==> src/rtl/noc_arb_pkg.sv <==
// Shared types and helpers for the packet-level NoC round-robin arbiter.
package noc_arb_pkg;

  typedef enum logic {
    IDLE = 1'b0,
    OWN  = 1'b1
  } arb_state_t;

  function automatic int rr_next(input int ptr, input int n);
    return (ptr + 1) % n;
  endfunction

endpackage

==> src/rtl/rr_priority_picker.sv <==
// Combinational round-robin picker: first asserted request at or after ptr, wrapping.
module rr_priority_picker
  import noc_arb_pkg::*;
#(
  parameter int NUM_SRC = 4,
  parameter int ID_W    = $clog2(NUM_SRC)
) (
  input  logic [NUM_SRC-1:0] req,
  input  logic [ID_W-1:0]    ptr,
  output logic               found,
  output logic [ID_W-1:0]    idx
);

  always_comb begin
    int cand;
    found = 1'b0;
    idx   = '0;
    cand  = int'(ptr);
    for (int k = 0; k < NUM_SRC; k++) begin
      if (!found && req[ID_W'(cand)]) begin
        found = 1'b1;
        idx   = ID_W'(cand);
      end
      cand = rr_next(cand, NUM_SRC);
    end
  end

endmodule

==> src/rtl/noc_rr_arbiter.sv <==
// Packet-level round-robin arbiter sharing one valid/ready link between NUM_SRC sources,
// with a per-packet beat watchdog that force-releases runaway grants.
module noc_rr_arbiter
  import noc_arb_pkg::*;
#(
  parameter  int NUM_SRC   = 4,
  parameter  int DATA_W    = 32,
  parameter  int MAX_BEATS = 64,
  localparam int ID_W      = $clog2(NUM_SRC)
) (
  input  logic                        clk,
  input  logic                        reset,
  input  logic [NUM_SRC-1:0]          src_valid,
  input  logic [NUM_SRC*DATA_W-1:0]   src_data,
  input  logic [NUM_SRC-1:0]          src_last,
  output logic [NUM_SRC-1:0]          src_ready,
  output logic                        out_valid,
  output logic [DATA_W-1:0]           out_data,
  output logic                        out_last,
  input  logic                        out_ready,
  output logic [ID_W-1:0]             grant_id,
  output logic                        busy,
  output logic                        wdog_err
);

  localparam int CNT_W = (MAX_BEATS > 0) ? $clog2(MAX_BEATS + 1) : 1;
  localparam bit WDOG_EN = (MAX_BEATS > 0);
  // Watchdog fires on the beat that would complete MAX_BEATS, i.e. when MAX_BEATS-1 are already counted.
  localparam logic [CNT_W-1:0] WDOG_LAST = (MAX_BEATS > 0) ? CNT_W'(MAX_BEATS - 1) : '0;
  localparam logic [CNT_W-1:0] CNT_MAX   = '1;

  arb_state_t       state;
  logic [ID_W-1:0]  rr_ptr;
  logic [CNT_W-1:0] beat_cnt;

  logic             pick_found;
  logic [ID_W-1:0]  pick_idx;

  logic              owner_valid;
  logic              owner_last;
  logic [DATA_W-1:0] owner_data;
  logic              beat;
  logic              wdog_hit;
  logic [ID_W-1:0]   next_ptr;

  rr_priority_picker #(
    .NUM_SRC (NUM_SRC),
    .ID_W    (ID_W)
  ) u_picker (
    .req   (src_valid),
    .ptr   (rr_ptr),
    .found (pick_found),
    .idx   (pick_idx)
  );

  assign owner_valid = src_valid[grant_id];
  assign owner_last  = src_last[grant_id];
  assign owner_data  = src_data[grant_id*DATA_W +: DATA_W];
  assign beat        = (state == OWN) && owner_valid && out_ready;
  assign wdog_hit    = WDOG_EN && (beat_cnt == WDOG_LAST);
  assign next_ptr    = ID_W'(rr_next(int'(grant_id), NUM_SRC));

  always_comb begin
    out_valid = 1'b0;
    out_data  = '0;
    out_last  = 1'b0;
    src_ready = '0;
    busy      = 1'b0;
    if (state == OWN) begin
      busy                = 1'b1;
      out_valid           = owner_valid;
      out_data            = owner_data;
      out_last            = owner_last;
      src_ready[grant_id] = out_ready;
    end
  end

  // Release always lands in IDLE, which guarantees one idle cycle between packets.
  always_ff @(posedge clk or posedge reset) begin
    if (reset) begin
      state    <= IDLE;
      rr_ptr   <= '0;
      grant_id <= '0;
      beat_cnt <= '0;
      wdog_err <= 1'b0;
    end else begin
      wdog_err <= 1'b0;
      unique case (state)
        IDLE: begin
          if (pick_found) begin
            state    <= OWN;
            grant_id <= pick_idx;
            beat_cnt <= '0;
          end
        end
        OWN: begin
          if (beat) begin
            if (beat_cnt != CNT_MAX) begin
              beat_cnt <= beat_cnt + 1'b1;
            end
            if (owner_last) begin
              state  <= IDLE;
              rr_ptr <= next_ptr;
            end else if (wdog_hit) begin
              state    <= IDLE;
              rr_ptr   <= next_ptr;
              wdog_err <= 1'b1;
            end
          end
        end
        default: state <= IDLE;
      endcase
    end
  end

endmodule

==> config.mk <==
export PLATFORM = sky130hd
export DESIGN_NAME = noc_rr_arbiter
export DESIGN_NICKNAME = d
export VERILOG_FILES = /design/src/rtl/noc_arb_pkg.sv /design/src/rtl/rr_priority_picker.sv /design/src/rtl/noc_rr_arbiter.sv
export SDC_FILE = /design/constraint.sdc
export NUM_CORES = 1
export LEC_CHECK = 0
export BUFFER_PORTS_ARGS = -buffer_cell sky130_fd_sc_hd__buf_2
export CORE_ASPECT_RATIO = 1.2
export CORE_MARGIN = 5
export CORE_UTILIZATION = 37
export CTS_BUF_LIST = sky130_fd_sc_hd__clkbuf_4 sky130_fd_sc_hd__clkbuf_8
export DETAILED_ROUTE_END_ITERATION = 8
export PLACE_DENSITY = 0.83
export RECOVER_POWER = 50
export SYNTH_ARGS = -nofsm -noshare
export SYNTH_HDL_FRONTEND = slang
export SYNTH_HIERARCHICAL = 1
export SYNTH_SLANG_ARGS = --single-unit
export TNS_END_PERCENT = 5
==> constraint.sdc <==
create_clock -name clk -period 2.3 [get_ports clk]
set_clock_uncertainty 0.2 [all_clocks]
set_input_delay 0.23 -clock clk [delete_from_list [all_inputs] [get_ports clk]]
set_output_delay 0.23 -clock clk [all_outputs]
set_load 0.05 [all_outputs]
==> summary.md, run 1 <==
| Metric | Value |
|---|---|
| Num CTS Buffers | `3` |
| Routed len/inst | `around 19 um` |
| Die H | `slightly below 90 um` |
| Leak pwr | `1.448 nW` |
| Max-cap viol count | `0` |
| CP Cell Sequence | `buf_12 -> mux4_2 -> and2_1 -> buf_2` |
| Number of flops mapped to enable cells by yosys | `0` |
| Post-Synthesis Cells | `160` |
| Antenna violations before repair | `4` |
| Crit path buf inv count | `2` |
| Hold endpoint | `state` |
| Sequential power share | `10.5%` |
| Routed wire length | `7768 um` |
| FF-to-FF End | `rr_ptr[0]` |
| Max FO, Critical Path | `13` |
| Pint | `1.637 mW` |
| Sw Share | `between 50% and 60%` |
| Drc violations | `0` |
| Htree depth | `1` |
| Worst Tran Pin Value | `0.6302 ns` |
| Tcrit/Tclk final | `between 90% and 100%` |
| Slew Limit Fails | `0` |
| Switch Pwr | `around 2.3 mW` |
| DR vias | `2167` |
| Antenna Violating Nets Remaining | `0` |
| Clk pin slew, worst setup/hold paths | `0.06 ns` |
| Hold depth | `4` |
| Synth unique cells | `34` |
| Hold Vio Cnt, Final | `0` |
| Met3 Routed Length | `~870 um` |
| Cell depth of the worst flop-to-flop path | `5` |
| WL met2 | `just over 4000 um` |
| Clk buf depth | `2` |
| Hold_sp | `src_valid[3]` |
| Slew headroom | `58.16%` |
| Min Clock Period, post-route | `2.227 ns` |
| Max Fclk | `between 400 and 500 MHz` |
| Netlist Area Pre-Place | `1805 um^2` |
| Top Layer Used | `met5` |
| Setup CP Type | `flop to output pin` |
| CTS tree | `yes` |
| Syn_nets | `~300` |
| Largest net degree at the start of global routing | `22` |
| DP Area | `2805 um^2` |
| Part of the power in combinational logic | `84.4%` |
| Setup crit end kind | `output pin` |
| Number of global-route vias before repair | `2267` |
| # IOs | `181` |
| 1st-iter DRT viols | `84` |
| Met1 wire length | `2521 um` |
| Hold WC Path Type | `input port to flop` |
| Launching element type of the critical path | `flop` |
| Core area | `4662 um^2` |
| Root Buffer Master | `clkbuf_8` |
| Placer Congestion | `0.9340` |
| Clock power share | `~5.1%` |
| Via density | `5.391` |
| Avg Inst Size Synth | `roughly 11 um^2` |
| Gr ovfl total | `0` |
| Max VDD drop | `0.5270 mV` |
| Register area share after synthesis | `a little under a fifth` |
| Final setup fails | `0` |
| Largest stage delay, worst path | `roughly 0.52 ns` |
| Main flop type after synthesis | `dfrtp_1` |
| Outcome | `completed` |
| Worst skew pair latency | `0.24 ns` |
| Hpwl dp | `roughly 6800 um` |
| Die W | `73.77 um` |
| FF+latch count, synth | `13` |
| CP arrival | `1.80 ns` |
| Std cell rows | `27` |
| Async SR Flop Fraction | `100.0%` |
| Pwr/cell area | `roughly 1400 nW/um^2` |
| Sinks on the clock net | `13` |
| Syn-to-layout area delta | `58.90%` |
| First-pass GRT wire length | `11370 um` |
| Final nets | `487` |
| Internal reg-to-reg setup slack | `between 0.1 and 0.15 ns` |
| Reg-to-reg startpoint | `grant_id[0]` |
| Synth warn | `6` |
| Initial Util | `38.73%` |
| Design area | `2869 um^2` |
| Crit-path leading delay family | `multiplexers` |
| Setup_tns | `0 ns` |
| Data required time of the worst path | `about 1.9 ns` |
| Gr usage total | `about 23%` |
| Total iterations of the first detailed-routing run | `4` |
| Crit-path slowest cell | `mux4_2` |
| Die area | `roughly 6400 um^2` |
| IO Port Bufs | `180` |
| Share of cells above drive strength 1 | `a little under 70%` |
| Post-CTS sizing | `0` |
| RSZ-0062 raised after global routing | `no` |
| WP depth | `4` |
==> stage by stage <==
stage                     power [mW]  instances  setup slack (ns)  util [%]  hold WS (ns)
after floorplan                3.011        160          0.006535         -      -0.09318
after global routing           4.213        402           0.01760     61.54        0.2021
after global placement         3.741        393            0.2819     60.17       0.07318
final                          3.983        402           0.07339     61.54        0.1797
after detailed placement       3.795        393            0.2508     60.17       0.08322
after CTS                      4.033        400           0.06168     61.70        0.1794
==> cell usage after synthesis, drive strengths merged, types with 5 or more instances <==
library cell / count / share of area, %
mux4: 33 / 41
and2: 35 / 12
nand3: 5 / 1.4
buf: 6 / 1.9
ha: 5 / 3.5
nor2: 5 / 1.0
and3: 5 / 1.7
clkbuf: 7 / 1.5
a21oi: 5 / 1.4
nand2: 5 / 1.0
dfrtp: 13 / 18
inv: 6 / 1.2
==> worst min-delay path, cell delays in order <==
cell and delay, ns:
buf_2 0.11, or4_1 0.13, nor2_1 0.04, nor2_1 0.07
==> routing by layer <==
metal	vias up	track usage [%]
li1	986	-
met2	119	41.45
met3	30	6.845
met5	-	0
met1	1028	24.85
met4	4	9.061
==> how the worst max path moves through the flow <==
stage                      from            to  slack (ns)
floorplan           grant_id[0]  out_data[10]       0.007
global placement    grant_id[0]  out_data[23]        0.28
detailed placement  grant_id[0]   out_data[3]        0.25
CTS                 grant_id[0]   out_data[3]        0.06
global route        grant_id[0]   out_data[3]        0.02
finish              grant_id[0]   out_data[3]        0.07
==> cells in the final DEF (no fill, tap or decap), drive strengths merged <==
master         n
a21oi          5
o22ai          1
nor3           1
clkbuf        12
and4           1
nand2b         2
diode          2
a41oi          1
nand3          5
and2          35
a211oi         1
dfrtp         13
o21ai          4
buf          181
mux2           3
nor2           5
or4            1
a22o           3
a311oi         1
a31oi          1
xor2           2
mux2i          3
nand3b         1
ha             5
inv            6
mux4          33
nor2b          2
and3           5
a21o           1
o2bb2a         1
dlygate4sd3    1
clkinv         1
nand2          5
==> kinds of logic after synthesis <==
logic type      share of synthesized area (%)
compound gates                          7.347
fa+ha+maj                               3.465
buf+inv                                 4.643
simple gates                            20.44
mux                                     45.11
flops                                   18.02
xor+xnor                               0.9704
==> state kept, by name, summed over array words and instances, names as in the netlist <==
name	count
grant_id	2
wdog_err	1
beat_cnt	7
rr_ptr	2
state	1
==> final cells by class <==
| cell class | count | area [um^2] |
|---|---|---|
| antenna | 2 | 5.005 |
| clock buffer | 3 | 41.29 |
| clock inverter | 1 | 5.005 |
| fill | 405 | 1793 |
| inverter | 6 | 22.52 |
| multi-input combinational | 128 | 1390 |
| sequential | 13 | 327.8 |
| tap | 58 | 72.57 |
| timing repair buffer | 191 | 1005 |
==> power groups by stage <==
| stage | Clock, mW | Combinational [mW] | Sequential (mW) |
|---|---|---|---|
| after floorplan | 0 | 2.57 | 0.441 |
| after global placement | 0 | 3.31 | 0.428 |
| after detailed placement | 0 | 3.36 | 0.433 |
| after CTS | 0.210 | 3.41 | 0.418 |
| after global routing | 0.218 | 3.56 | 0.432 |
| final | 0.202 | 3.36 | 0.419 |
==> timing repair <==
item | 4_1_cts | 5_1_grt
hold buffers | 1 | 0
buffers inserted | 2 | 0
setup endpoints to repair | 7 | 0
endpoints found under the hold margin | 13 | 0
Note: power is estimated with default switching activity, not from simulation.
==> run 2, diff against run 1 <==
--- a/config.mk
+++ b/config.mk
@@ -5,13 +5,14 @@
 export SDC_FILE = /design/constraint.sdc
 export NUM_CORES = 1
 export LEC_CHECK = 0
+export ABC_AREA = 1
 export BUFFER_PORTS_ARGS = -buffer_cell sky130_fd_sc_hd__buf_2
 export CORE_ASPECT_RATIO = 1.2
 export CORE_MARGIN = 5
-export CORE_UTILIZATION = 37
+export CORE_UTILIZATION = 42
 export CTS_BUF_LIST = sky130_fd_sc_hd__clkbuf_4 sky130_fd_sc_hd__clkbuf_8
 export DETAILED_ROUTE_END_ITERATION = 8
-export PLACE_DENSITY = 0.83
+export PLACE_DENSITY = 0.84
 export RECOVER_POWER = 50
 export SYNTH_ARGS = -nofsm -noshare
 export SYNTH_HDL_FRONTEND = slang
==> run 2 against run 1 <==
Effect of this change: first-iteration DRC count grew 120%; sequential power down 6.4%; die area up 12%; synthesized cell count grew to 2.7 times the previous value; largest power group unchanged; global-route usage increased by 1.4 points; power up 23%; critical endpoint is now out_last; hold slack better by 0.0038 ns; synthesized area increased by 30%.
==> summary.md, run 2 <==
| Metric | Value |
|---|---|
| # IOs | `181` |
| Routed wire length | `around 9400 um` |
| DP Area | `3256 um^2` |
| Register area share after synthesis | `between 10% and 20%` |
| Sw Share | `67.61%` |
| Switch Pwr | `about 3.3 mW` |
| Setup crit end kind | `output pin` |
| 1st-iter DRT viols | `183` |
| Max FFs per register | `7` |
| Min Clock Period, post-route | `between 2 and 2.5 ns` |
| Antenna Violating Nets Remaining | `0` |
| Launching element type of the critical path | `flop` |
| Max VDD drop | `0.9099 mV` |
| Root Buffer Master | `clkbuf_8` |
| Htree depth | `1` |
| Hold Vio Cnt, Final | `0` |
| Worst Tran Pin Value | `between 0.6 and 0.7 ns` |
| Drc violations | `0` |
| Final core occ | `61.58%` |
| Worst skew pair latency | `0.25 ns` |
| Syn_nets | `579` |
| Biggest regs | `beat_cnt (7), grant_id (2), rr_ptr (2)` |
| Final nets | `748` |
| Num CTS Buffers | `3` |
| Initial Util | `43.64%` |
| Std cell rows | `29` |
| Avg Inst Size Synth | `about 5.4 um^2` |
| First-pass GRT wire length | `14650 um` |
| Hold buffers post-CTS | `1` |
| Syn-to-layout area delta | `41.11%` |
| Pre-CTS setup slack | `0.3585 ns` |
| RSZ-0062 raised after global routing | `no` |
| Core area | `5370 um^2` |
| Synth warn | `6` |
| Yosys top cell area share | `between 20% and 30%` |
| Clock power share | `under 10%` |
| Gr usage total | `24.50%` |
| Async SR Flop Fraction | `100.0%` |
| Max FO, Critical Path | `37` |
| FF+latch count, synth | `13` |
| Slew headroom | `around 57%` |
| Netlist Area Pre-Place | `2343 um^2` |
| Die area | `7180 um^2` |
| Sinks on the clock net | `13` |
| Largest net degree at the start of global routing | `55` |
| Pint | `1.592 mW` |
| CTS tree | `yes` |
| Number of placed cells counting well taps | `660` |
| Setup_tns | `0 ns` |
| Hold WC Path Type | `input port to flop` |
| Design area | `3307 um^2` |
| Fin cells | `666` |
| Final setup fails | `0` |
| Sequential power share | `8.0%` |
| Total iterations of the first detailed-routing run | `5` |
| Gr ovfl total | `0` |
| CP Cell Sequence | `inv_4 -> buf_4 -> nand2_1 -> nand3_1 -> nand2_2 -> nor2_1 -> buf_2` |
| Final worst setup slack | `0.1870 ns` |
| IO Port Bufs | `180` |
| Clk pin slew, worst setup/hold paths | `about 0.060 ns` |
| Synth unique cells | `31` |
| Postcts setup bufs | `0` |
| Clk buf depth | `2` |
| Total power | `a little under 5 mW` |
| Part of the power in combinational logic | `between 80% and 90%` |
| Leak pwr | `1.868 nW` |
| Placer Congestion | `0.9231` |
| Routed len/inst | `14.06 um` |
| Die H | `91.83 um` |
| Data required time of the worst path | `1.87 ns` |
| Main flop type after synthesis | `dfrtp_1` |
| Max-cap viol count | `0` |
| Slew Limit Fails | `0` |
| Synth area leader | `nor2_1` |
| Crit-path slowest cell | `dfrtp_2` |
| Hold Slack | `0.1836 ns` |
| Antenna violations before repair | `3` |
| Post-synth top cells | `141 x nor2_1, 69 x nand2_1, 35 x o21ai_1, 33 x a21oi_1, 33 x o21ai_0` |
| Number of global-route vias before repair | `3156` |
| DR vias | `3431` |
| Tcrit/Tclk final | `about nine tenths` |
| Via density | `between 5 and 6` |
| Crit path buf inv count | `3` |
| Commonest non-fill, non-tap cell in the layout | `buf_2` |
| Post-CTS sizing | `0` |
| FILL cells | `528` |
| Outcome | `completed` |
| Largest stage delay, worst path | `0.44 ns` |
| Most common cell in the netlist | `nor2_1` |
| CP arrival | `between 1.5 and 2 ns` |
| Setup CP Type | `flop to output pin` |
| Most frequent cells in the layout | `170 x buf_2, 141 x nor2_1, 69 x nand2_1` |
| Max Fclk | `473.3 MHz` |
| Post-Synthesis Cells | `435` |
| Most flops, register | `beat_cnt` |
| Synth top area cells | `nor2_1 23%, dfrtp_1 14%, nand2_1 11%` |
| Crit-path leading delay family | `buffers and inverters` |
| Hpwl dp | `between 7000 and 8000 um` |
| Die W | `78.19 um` |
| Number of flops mapped to enable cells by yosys | `0` |
| Share of cells above drive strength 1 | `36.98%` |
| Pwr/cell area | `1486 nW/um^2` |
==> run 2: cell count changes after synthesis, sizes merged, moves of 5 or more <==
cell	previous run	this run
and2	35	0
nor2	5	143
inv	6	27
buf	6	19
and3	5	0
a21oi	5	34
o21ai	4	68
mux4	33	0
nand2	5	84
nand3	5	27
==> run 2: final timing paths <==
path	depth (start not counted)	to	startpoint	slack (ns)
worst max-delay path	7	out_last	grant_id[0]	0.19
min in group asynchronous	3	rr_ptr[1]	reset	0.36
max in group asynchronous	3	grant_id[0]	reset	1.15
worst max register to register	10	grant_id[0]	rr_ptr[0]	0.22
worst min register to register	1	wdog_err	beat_cnt[6]	0.27
worst min-delay path	6	wdog_err	src_last[2]	0.18
==> run 2: power by group through the flow <==
stage | Combinational (mW) | Clock (mW) | Sequential [mW]
global route | 4.66 | 0.233 | 0.405
CTS | 4.30 | 0.222 | 0.391
finish | 4.30 | 0.222 | 0.392
detailed placement | 4.29 | 0 | 0.395
global placement | 4.23 | 0 | 0.391
floorplan | 3.40 | 0 | 0.437
==> run 2: kinds of logic (layout without fill, tap and decap cells) <==
| logic type | Yosys count | in the layout | share of synthesized area [%] |
|---|---|---|---|
| AOI/OAI and AO/OA | 102 | 102 | 21.94 |
| and+or+nand+nor | 259 | 259 | 48.11 |
| xor gates and xnor gates | 2 | 2 | 0.7476 |
| DFF | 13 | 13 | 13.88 |
| adders and majority gates | 5 | 5 | 2.670 |
| other | 0 | 1 | 0 |
| buffers and inverters | 54 | 222 | 12.65 |
==> run 2: layer usage <==
layer	GRT usage, %	vias to the layer above	routed length [um]
met3	4.412	29	855
met5	0	-	29
li1	-	1732	-
met4	8.017	4	293
met2	44.29	180	4655
met1	28.97	1486	3529
==> run 2: cell type report <==
| cell class | instances | area [um^2] | share of cell area [%] |
|---|---|---|---|
| multi-input cells | 368 | 1720 | 52.02 |
| repair buffers | 190 | 1023 | 30.95 |
| flip-flops and latches | 13 | 326.6 | 9.875 |
| inverters | 28 | 107.6 | 3.254 |
| well taps | 62 | 77.57 | 2.346 |
| clock buffers | 4 | 48.80 | 1.476 |
| diodes | 1 | 2.502 | 0.07567 |
==> run 2: tightest hold or removal path, cell delays in order <==
cell,delay [ns]
buf_2,0.08
nand2_2,0.05
nand3_2,0.06
nand2_2,0.07
inv_1,0.07
nor3_2,0.04
==> run 3, diff against run 2 <==
--- a/config.mk
+++ b/config.mk
@@ -14,6 +14,7 @@
 export DETAILED_ROUTE_END_ITERATION = 8
 export PLACE_DENSITY = 0.84
 export RECOVER_POWER = 50
+export REMOVE_ABC_BUFFERS = 1
 export SYNTH_ARGS = -nofsm -noshare
 export SYNTH_HDL_FRONTEND = slang
 export SYNTH_HIERARCHICAL = 1
==> run 3 against run 2 <==
Effect of this change: count of clock-buffer cells in the layout did not move; critical path depth unchanged; sequential share of layout area barely moved; global-route usage is 0.25 points lower; via count shrank 1.0%; sequential cell count stayed put; sequential power is 6.1% higher; first-iteration DRC count is 20% lower; largest power group unchanged.
==> summary.md, run 3 (synthesized netlist as in run 2, its figures left out) <==
| Metric | Value |
|---|---|
| CTS tree | `yes` |
| Slew Limit Fails | `0` |
| Min Clock Period, post-route | `2.161 ns` |
| Launching element type of the critical path | `flop` |
| Via density | `5.113` |
| Total iterations of the first detailed-routing run | `4` |
| Gr usage total | `24.25%` |
| Routed len/inst | `13.55 um` |
| Leak pwr | `1.869 nW` |
| 1st-iter DRT viols | `146` |
| Share of cells above drive strength 1 | `a little under two fifths` |
| Commonest non-fill, non-tap cell in the layout | `buf_2` |
| Hold WC Path Type | `input port to flop` |
| Drc violations | `0` |
| Placer Congestion | `0.8658` |
| RSZ-0062 raised after global routing | `yes` |
| First-pass GRT wire length | `14550 um` |
| Std cell rows | `29` |
| Gr ovfl total | `0` |
| Max FFs per register | `7` |
| Sinks on the clock net | `13` |
| Most frequent cells in the layout | `173 x buf_2, 141 x nor2_1, 69 x nand2_1` |
| # IOs | `181` |
| Root Buffer Master | `clkbuf_8` |
| Die W | `78.19 um` |
| Outcome | `completed` |
| Pwr/cell area | `between 1000 and 1500 nW/um^2` |
| Antenna Violating Nets Remaining | `0` |
| Initial Util | `43.64%` |
| Setup CP Type | `flop to output pin` |
| Final worst setup slack | `roughly 0.14 ns` |
| Htree depth | `1` |
| CP Cell Sequence | `inv_6 -> buf_12 -> nand2_1 -> nand3_1 -> nand2_2 -> nor2_1 -> clkbuf_4` |
| Number of placed cells counting well taps | `658` |
| Num CTS Buffers | `3` |
| Biggest regs | `beat_cnt (7), grant_id (2), rr_ptr (2)` |
| Clk pin slew, worst setup/hold paths | `0.05 ns` |
| Routed wire length | `8994 um` |
| Max-cap viol count | `0` |
| Crit-path slowest cell | `dfrtp_2` |
| Setup crit end kind | `output pin` |
| Hold Vio Cnt, Final | `0` |
| Largest stage delay, worst path | `0.50 ns` |
| CP arrival | `1.73 ns` |
| Max Fclk | `462.8 MHz` |
| Fin cells | `about 660` |
| Die area | `7180 um^2` |
| Final core occ | `61.53%` |
| Data required time of the worst path | `1.87 ns` |
| Die H | `91.83 um` |
| Hpwl dp | `7184 um` |
| Worst skew pair latency | `0.25 ns` |
| Final nets | `746` |
| IO Port Bufs | `180` |
| Core area | `5370 um^2` |
| Max VDD drop | `0.9904 mV` |
| Most flops, register | `beat_cnt` |
| Largest net degree at the start of global routing | `38` |
| Syn-to-layout area delta | `41.00%` |
| Final setup fails | `0` |
| Number of global-route vias before repair | `3152` |
| Clk buf depth | `2` |
| DR vias | `3395` |
| Worst Tran Pin Value | `0.6805 ns` |
| Pre-CTS setup slack | `0.2801 ns` |
| Antenna violations before repair | `1` |
| Slew headroom | `a little over half` |
| Max FO, Critical Path | `33` |
| Tcrit/Tclk final | `93.94%` |
==> run 3: changes by cell type in the layout (fill, tap and decap cells not counted), moves of 2 or more <==
cell      delta
buf_4        -2
buf_8        +2
buf_12       -2
clkbuf_1     -3
clkbuf_2     -6
buf_2        +3
clkbuf_4     +6
==> run 3: layout make-up <==
class,count,area [um^2]
Tap cell,62,77.57
Fill cell,516,2066
Inverter,28,110.1
Timing Repair Buffer,188,1017
Clock buffer,4,48.80
Antenna cell,1,2.502
Sequential cell,13,326.6
Multi-Input combinational cell,368,1722
==> run 3: final timing paths <==
check / startpoint / endpoint / slack (ns) / cells after the start
worst max-delay path: grant_id[0] / out_last / 0.14 / 7
worst min-delay path: src_last[2] / wdog_err / 0.18 / 6
worst max register to register: rr_ptr[0] / grant_id[0] / 0.24 / 11
worst min register to register: beat_cnt[6] / wdog_err / 0.27 / 1
max in group asynchronous: reset / grant_id[0] / 1.19 / 3
min in group asynchronous: reset / state / 0.34 / 3
==> run 3: worst max-delay path: cells and delay by family, from the launching register on <==
family                 cells  cell delay, ns
buffers and inverters      3            0.63
flip-flops                 1            0.50
AND/OR/NAND/NOR            4            0.32
==> run 3: timing repair <==
item                       in CTS  in global routing
hold endpoints to repair       13                  0
setup endpoints to repair       0                 25
hold buffers                    1                  0
buffers inserted                0                  0
gates resized for setup         0                 11
==> run 3: report_power, final <==
group          internal [mW]  total [mW]  switching [mW]
Sequential             0.294       0.416           0.122
Clock                  0.134       0.219          0.0845
Combinational           1.16        4.27            3.11
Total                   1.59        4.90            3.31
==> run 3: routing by layer <==
metal	vias up	wire length, um	track usage, %
li1	1728	-	-
met1	1489	3485	29.32
met2	157	4487	43.86
met3	21	769	3.333
met4	0	252	7.872
met5	-	0	0
==> run 3: through the flow <==
step	total power, mW	TNS (ns)	hold WS (ns)	instance area (um^2)
after floorplan	3.581	-48.08	-0.09304	2155
after global placement	4.558	0	0.07558	3212
after detailed placement	4.617	0	0.08185	3212
after CTS	4.853	0	0.1793	3271
after global routing	5.304	-0.009861	0.1906	3304
final	4.905	0	0.1780	3304
